## config.mk

```make
export PLATFORM = sky130hd
export DESIGN_NAME = alu_issue_ctrl
export DESIGN_NICKNAME = d
export VERILOG_FILES = /design/src/rtl/alu_issue_ctrl.sv
export SDC_FILE = /design/constraint.sdc
export NUM_CORES = 1
export LEC_CHECK = 0
export ABC_AREA = 1
export ABC_CLOCK_PERIOD_IN_PS = 4950
export CAP_MARGIN = 20
export CORE_ASPECT_RATIO = 1.2
export CORE_UTILIZATION = 60
export DETAILED_ROUTE_END_ITERATION = 10
export PLACE_DENSITY = 0.79
export SYNTH_ARGS = -nofsm -noshare
export SYNTH_HDL_FRONTEND = slang
export SYNTH_SLANG_ARGS = --single-unit
```

## constraint.sdc

```tcl
create_clock -name clk -period 4.95 [get_ports clk]
set_input_delay 0.99 -clock clk [delete_from_list [all_inputs] [get_ports clk]]
set_output_delay 0.99 -clock clk [all_outputs]
set_load 0.01 [all_outputs]
```

## src/rtl/alu_issue_ctrl.sv

```systemverilog
// alu_issue_ctrl
//   Multi-cycle issue controller on the initiator side of an external,
//   purely combinational 16-bit ALU. Accepts one instruction per
//   valid/ready handshake, reads operands from an internal 8-entry
//   register file, shifts operand B, drives the ALU, captures the result
//   and flags, then writes back.
//
//   Instruction: {opcode[15:13], op[12:11], Rn[10:8], Rd[7:5], sh[4:3], Rm[2:0]}
//                imm8 = [7:0] for MOV Rn,#imm8
//
// Ports
//   clk          in   clock, rising edge
//   reset        in   synchronous, active-high
//   instr        in   instruction word, sampled on the accept edge only
//   instr_valid  in   instruction presented
//   instr_ready  out  high only in IDLE
//   alu_ain      out  registered A operand
//   alu_bin      out  registered, shifted B operand
//   alu_op       out  00 ADD, 01 SUB, 10 AND, 11 NOT-B
//   alu_out      in   ALU result
//   alu_z        in   ALU flags {overflow, negative, zero}
//   result       out  C register
//   status       out  status register, same bit order as alu_z
//   done         out  one-cycle pulse in the final cycle of an instruction
//
// Configuration
//   ILLEGAL_TRAP_EN  when defined, an illegal instruction parks the
//                    controller in TRAP (status=111) until reset; when
//                    undefined it completes as a NOP.

module alu_issue_ctrl #(
  parameter int                DATA_W    = 16,
  parameter logic [DATA_W-1:0] REG_RESET = '0
) (
  input  logic              clk,
  input  logic              reset,
  input  logic [15:0]       instr,
  input  logic              instr_valid,
  output logic              instr_ready,
  output logic [DATA_W-1:0] alu_ain,
  output logic [DATA_W-1:0] alu_bin,
  output logic [1:0]        alu_op,
  input  logic [DATA_W-1:0] alu_out,
  input  logic [2:0]        alu_z,
  output logic [DATA_W-1:0] result,
  output logic [2:0]        status,
  output logic              done
);

  localparam logic [2:0] S_IDLE   = 3'd0;
  localparam logic [2:0] S_DECODE = 3'd1;
  localparam logic [2:0] S_READ_A = 3'd2;
  localparam logic [2:0] S_READ_B = 3'd3;
  localparam logic [2:0] S_EXEC   = 3'd4;
  localparam logic [2:0] S_WRITE  = 3'd5;
`ifdef ILLEGAL_TRAP_EN
  localparam logic [2:0] S_TRAP   = 3'd6;
`endif

  logic [2:0]        state;
  logic [15:0]       ir;
  logic [DATA_W-1:0] rf [8];

  logic [2:0]        f_opcode;
  logic [1:0]        f_op;
  logic [2:0]        f_rn;
  logic [2:0]        f_rd;
  logic [1:0]        f_sh;
  logic [2:0]        f_rm;
  logic              is_movi;
  logic              is_movr;
  logic              is_alu;
  logic              is_cmp;
  logic [DATA_W-1:0] imm_sext;
  logic [DATA_W-1:0] shifted;

  assign f_opcode = ir[15:13];
  assign f_op     = ir[12:11];
  assign f_rn     = ir[10:8];
  assign f_rd     = ir[7:5];
  assign f_sh     = ir[4:3];
  assign f_rm     = ir[2:0];

  assign is_movi  = (f_opcode == 3'b110) && (f_op == 2'b10);
  assign is_movr  = (f_opcode == 3'b110) && (f_op == 2'b00);
  assign is_alu   = (f_opcode == 3'b101);
  assign is_cmp   = is_alu && (f_op == 2'b01);
  assign imm_sext = {{(DATA_W-8){ir[7]}}, ir[7:0]};

  always_comb begin
    shifted = rf[f_rm];
    case (f_sh)
      2'b01:   shifted = {rf[f_rm][DATA_W-2:0], 1'b0};
      2'b10:   shifted = {1'b0, rf[f_rm][DATA_W-1:1]};
      2'b11:   shifted = {rf[f_rm][DATA_W-1], rf[f_rm][DATA_W-1:1]};
      default: shifted = rf[f_rm];
    endcase
  end

  assign instr_ready = (state == S_IDLE);
  assign done        = (state == S_WRITE);

  always_ff @(posedge clk) begin
    if (reset) begin
      state   <= S_IDLE;
      ir      <= '0;
      alu_ain <= '0;
      alu_bin <= '0;
      alu_op  <= '0;
      result  <= '0;
      status  <= '0;
      for (int unsigned i = 0; i < 8; i++) rf[i] <= REG_RESET;
    end else begin
      case (state)
        S_IDLE: begin
          if (instr_valid) begin
            ir    <= instr;
            state <= S_DECODE;
          end
        end
        S_DECODE: begin
          if (is_movi) begin
            result <= imm_sext;
            state  <= S_WRITE;
          end else if (is_movr || is_alu) begin
            state <= S_READ_A;
          end else begin
`ifdef ILLEGAL_TRAP_EN
            status <= 3'b111;
            state  <= S_TRAP;
`else
            state  <= S_WRITE;
`endif
          end
        end
        S_READ_A: begin
          // register MOV runs as ADD with A forced to zero
          alu_ain <= is_movr ? '0 : rf[f_rn];
          alu_op  <= is_movr ? 2'b00 : f_op;
          state   <= S_READ_B;
        end
        S_READ_B: begin
          alu_bin <= shifted;
          state   <= S_EXEC;
        end
        S_EXEC: begin
          result <= alu_out;
          if (is_alu) status <= alu_z;
          state <= S_WRITE;
        end
        S_WRITE: begin
          if (is_movi)                         rf[f_rn] <= result;
          else if (is_movr || (is_alu && !is_cmp)) rf[f_rd] <= result;
          state <= S_IDLE;
        end
`ifdef ILLEGAL_TRAP_EN
        S_TRAP: state <= S_TRAP;
`endif
        default: state <= S_IDLE;
      endcase
    end
  end

endmodule

```

Word-level counts from Yosys, hierarchy flattened
Memories as Yosys holds them, arrays and structs flattened. A register that Yosys moved wholly into a read port is not among the register bits.
Cells that the tools add are included.
{ "classes": {"reduce_logical": 15, "eq_ne": 14, "n_mux": 30} }
{ "op_table": {"columns": ["op", "count"], "rows": [
  ["two-way mux 16 bit", 4],
  ["case mux 16 bit (3 select lines)", 1],
  ["case mux 16 bit (2 select lines)", 1],
  ["OR reduction 16 bit", 2],
  ["two-way mux 3 bit", 9],
  ["case mux 3 bit (5 select lines)", 1],
  ["two-way mux 1 bit", 13],
  ["== test 3 bit (second input constant)", 4],
  ["== test 2 bit (second input constant)", 3],
  ["== test 3 x 2 -> 1 bit (second input constant)", 2],
  ["AND reduction 2 bit", 3],
  ["== test 2 x 1 -> 1 bit (second input constant)", 2],
  ["logical AND 1 bit", 4],
  ["!= test 2 bit (second input constant)", 2],
  ["== test 3 x 1 -> 1 bit (second input constant)", 1],
  ["logical NOT 3 bit", 1],
  ["logical NOT 2 bit", 1],
  ["logical OR 1 bit", 2],
  ["two-way mux 2 bit", 1],
  ["nonzero test 2 bit", 1],
  ["logical NOT 1 bit", 1]
]} }
{ "totals": {"regBits": 72, "inputBits": 38, "mem_bits_rw": 128, "memories": 1, "word_cells": 67} }
{ "mem_list": {"columns": ["name", "depth", "width", "read_ports", "rd_clocked_by_memory_dff", "write_ports", "line", "text"], "rows": [
  ["rf", 8, 16, 2, 2, 8, "62", "logic [DATA_W-1:0] rf [8];"]
]} }

Depth between registers and ports, before layout
{ "logic_depth": {"ltp_word": 12, "depth_mapped": 12} }

Least setup slack after synthesis
Ideal clock, no wire load.
{ "synth_path": {"kind": "input -> register", "from": "in reset", "to": "mem rf[0][0], enable pin", "setup_time_ns": 0.372, "arrival_time_ns": 2.382, "setup_slack_ns": 2.197, "path_stages": 10, "path_buffers": 1, "path_cell_list": "inv_2 nand4_2 nor2_4 nand2_2 nand2_1 nand2_1 nor2_4 nand2_4 buf_6 nand2_1"} }
{ "synth_rtl": {"columns": ["item", "line", "text"], "rows": [
  ["start: declaration", "36", "input logic reset,"],
  ["end: declaration", "62", null]
]} }

==> key figures <==
Outcome
  • Run status: complete, no violations

Global route
  • Largest net degree at the start of global routing: 76
  • Global-route wire length before repair: 44,600 um
  • Global Route Usage Sum: 31.9%
  • Total grt overflow: 0
  • Vias in the first global route: around 8,400
  • Antenna violations before repair: 0

Placement
  • Placer Congestion: 0.862
  • Worst-case setup slack after placement: 1280 ps
  • Standard cell area after detailed placement: 11,500 um^2
  • Buffers on Ports: 92
  • Post-DP HPWL: just under 20,000 um

CTS
  • Root Buffer: clkbuf_16
  • Cts hold-fix bufs: 0
  • Clock insertion delay at the later pin of the skew report: 490 ps
  • CTS Buf Count: 21
  • Depth of the CTS H-tree: 1
  • Cts repair resizes: 0
  • Buffer depth of the longest clock path: 3
  • Clock slew at reported path FFs: 60 ps
  • Post-CTS setup repair buffer count: 0
  • CTS tree: yes
  • Number of sinks on the clock net: 206

Worst setup path
  • Critical-path maximum fanout: 23
  • Classification of the worst setup path: primary input to register
  • Arrival time at the worst endpoint: 3290 ps
  • Worst Reg-to-Reg Cells: 8
  • Critical path required time: about 5100 ps
  • Crit Reg-Reg Startpoint: state[2]$_SDFFE_PP0P_
  • Endpoint of the worst-slack reg-to-reg timing path: rf[0][10]$_SDFFCE_PN0P_
  • Type of destination of the critical path: register
  • Reg2Reg Setup Slack: 2390 ps
  • Element type at the critical path start: primary input

Synthesis
  • Yosys warning count: 0
  • Post-synthesis instance area: 10,600 um^2
  • Synthesized netlist net count: 1,426
  • Gate count after technology mapping: 1,388
  • Biggest area consumer among synthesized cells: edfxtp_1
  • Synthesized area per cell: 7.63 um^2
  • Count of cell types in the netlist: 30
  • Fraction of post-synthesis cell area in the top cell type by area: 36.3%
  • Part of the Yosys area used for sequential elements: between 50% and 60%
  • Biggest area contributors in the synthesized netlist: edfxtp_1, dfxtp_1, nand2_1, nor2_1, inv_1
  • Synthesis-stage register bit count: about 200

Hold path
  • Worst hold-check path type: register to register
  • Hold path startpoint: alu_ain[4]$_SDFFE_PP0P_
  • Count of cells along the worst hold path: 2
  • Sink of the worst hold path: alu_ain[4]$_SDFFE_PP0P_

Layout
  • Total of fill cells in the finished design: roughly 1,300
  • Fraction of final layout cells sized beyond drive strength 1: 5.46%
  • Non-Filler Cell Area, Final: 12,200 um^2
  • Sequential standard cell area: approximately 5400 um^2
  • Final layout net count: 1,470
  • Count of inserted antenna diode cells: 0
  • Area Overhead vs Synth: 15.2%
  • Multi-input logic area: 4190 um^2
  • Commonest cells after routing, fill and taps aside: nand2_1, nor2_1, inv_1, edfxtp_1, nand3_1
  • Commonest non-fill, non-tap cell in the layout: nand2_1

Pwr
  • Fraction of power consumed by the clock network: ~36%
  • Worst VDD drop: 0.305 mV
  • Net Sw Frac: 29.7%
  • Internal power of the cells: around 3.1 mW
  • Leakage power of the design: 5.10 nW
  • Sequential cell fraction of total power: a little under half
  • Fraction of power consumed by combinational cells: between 15 and 20%
  • Final total power: 4.42 mW
  • Power density normalized to cell area: 362 nW/um^2
  • Switch Pwr: around 1.3 mW

Floorplanning
  • Initial standard-cell utilization of the core: between 60% and 70%
  • X dimension of the die: 123 um
  • Site Rows: 52
  • Number of top-level design ports: between 90 and 100
  • Placeable core area: 17,000 um^2
  • Chip Height: roughly 150 um
  • Die Outline Area: 18,200 um^2

Timing
  • Final critical-path setup slack: 1780 ps
  • Fraction of the cycle the final worst path needs: approximately 64%
  • Number of setup violations in the final report: 0
  • Worst Max-Slew Pin Slew: 979 ps
  • Clock skew: 11.7 ps
  • Setup TNS after final layout: 0 ps
  • Final worst path period need: 3170 ps
  • RSZ-0062 raised after global routing: no
  • Achievable frequency: 315 MHz
  • Number of failing hold endpoints at the final stage: 0
  • Hold slack: 462 ps
  • Worst relative slew slack: about a third
  • Count of final max-slew check failures: 0

Routing
  • Via-to-Cell Ratio: 5.60
  • First DRT Iteration DRCs: 1,207
  • Post-route DRC: 0
  • Final routed wire length divided by cell count: between 15 and 20 um
  • Post-Route WL: 28,200 um
  • Routed via count: ~9,300
  • First-pass DRT Iterations: 6
  • DRT antenna net count: 0

Run
  • Max Cap Viol: 0
-- metal layers --
metal | wire [um] | up-vias | track usage, %
li1 | - | 4537 | -
met1 | 11600 | 4251 | 44.6
met2 | 13600 | 481 | 51.8
met3 | 2420 | 45 | 3.82
met4 | 689 | 0 | 9.46
met5 | 0 | - | 0
-- sequential cells by signal (all words and copies together) (netlist names), named ones only --
| signal | cells |
|---|---|
| alu_ain | 16 |
| alu_bin | 16 |
| alu_op | 2 |
| ir | 16 |
| result | 16 |
| rf | 128 |
| state | 3 |
| status | 3 |
-- stage by stage --
stage          std cells  utilization [%]
2_1_floorplan       1388                -
3_3_place_gp        1625             67.4
3_5_place_dp        1625             67.4
4_1_cts             1662             71.6
5_1_grt             1662             71.6
6_report            1662             71.6
-- cell families (layout without fill, tap and decap cells) --
group	count (synthesis)	after routing	synth area share, %
AND/OR/NAND/NOR	733	733	29.1
flip-flops	206	206	51.0
buffers and inverters	250	308	9.48
AO/OA/AOI/OAI	199	199	10.4
-- worst max-delay path by stage --
stage / from / to / slack [ps] / depth (start not counted)
after floorplan: reset / rf[0][0]$_SDFFCE_PN0P_ / 2200 / 10
after global placement: reset / rf[0][14]$_SDFFCE_PN0P_ / 1310 / 11
after detailed placement: reset / rf[7][12]$_SDFFCE_PN0P_ / 1280 / 11
after CTS: reset / rf[7][13]$_SDFFCE_PN0P_ / 1780 / 11
after global routing: reset / rf[1][8]$_SDFFCE_PN0P_ / 1570 / 11
final: reset / rf[0][10]$_SDFFCE_PN0P_ / 1780 / 11
-- final cells by class --
class,instances,area share (%)
multi-input combinational,932,34.3
inverter,169,5.20
tap,216,2.22
clock buffer,26,4.81
clock inverter,11,0.954
sequential,206,44.4
timing repair buffer,102,8.16
-- power by group through the flow --
stage               clock network, mW  registers, mW  logic [mW]
CTS                              1.61           2.00       0.803
detailed placement                  0           2.03       0.797
global route                     1.68           2.01       0.902
finish                           1.60           2.00       0.815
global placement                    0           2.03       0.781
floorplan                           0           1.98       0.573
-- synthesized netlist by cell type --
cell type and n:
buf_1 8, nand4_2 1, o21ai_1 12, o31ai_1 1
o21ai_0 78, nor3_1 2, a21oi_1 71, nand2_1 369
and3_1 1, o21ai_4 1, nand3_1 123, inv_1 164
inv_2 4, nor2_4 5, buf_2 4, nand3_2 1
nand2_2 5, edfxtp_1 128, nor2_8 2, buf_6 8
nor2_1 213, clkinv_1 1, clkbuf_1 61, nor3_2 1
nor2_2 1, nand2_4 8, a21oi_2 1, dfxtp_1 78
nand4_1 1, o211ai_1 35
-- worst max-delay path, cell delays in order --
cell and delay [ps]:
clkdlybuf4s50_1 390, buf_4 220, inv_2 90, nand4_2 140, nor2_4 220, nand2_2 120
nand2_1 80, nand2_1 130, nor2_4 190, nand2_4 160, nand2_1 540
No activity file was read; power rests on OpenSTA's default activity.
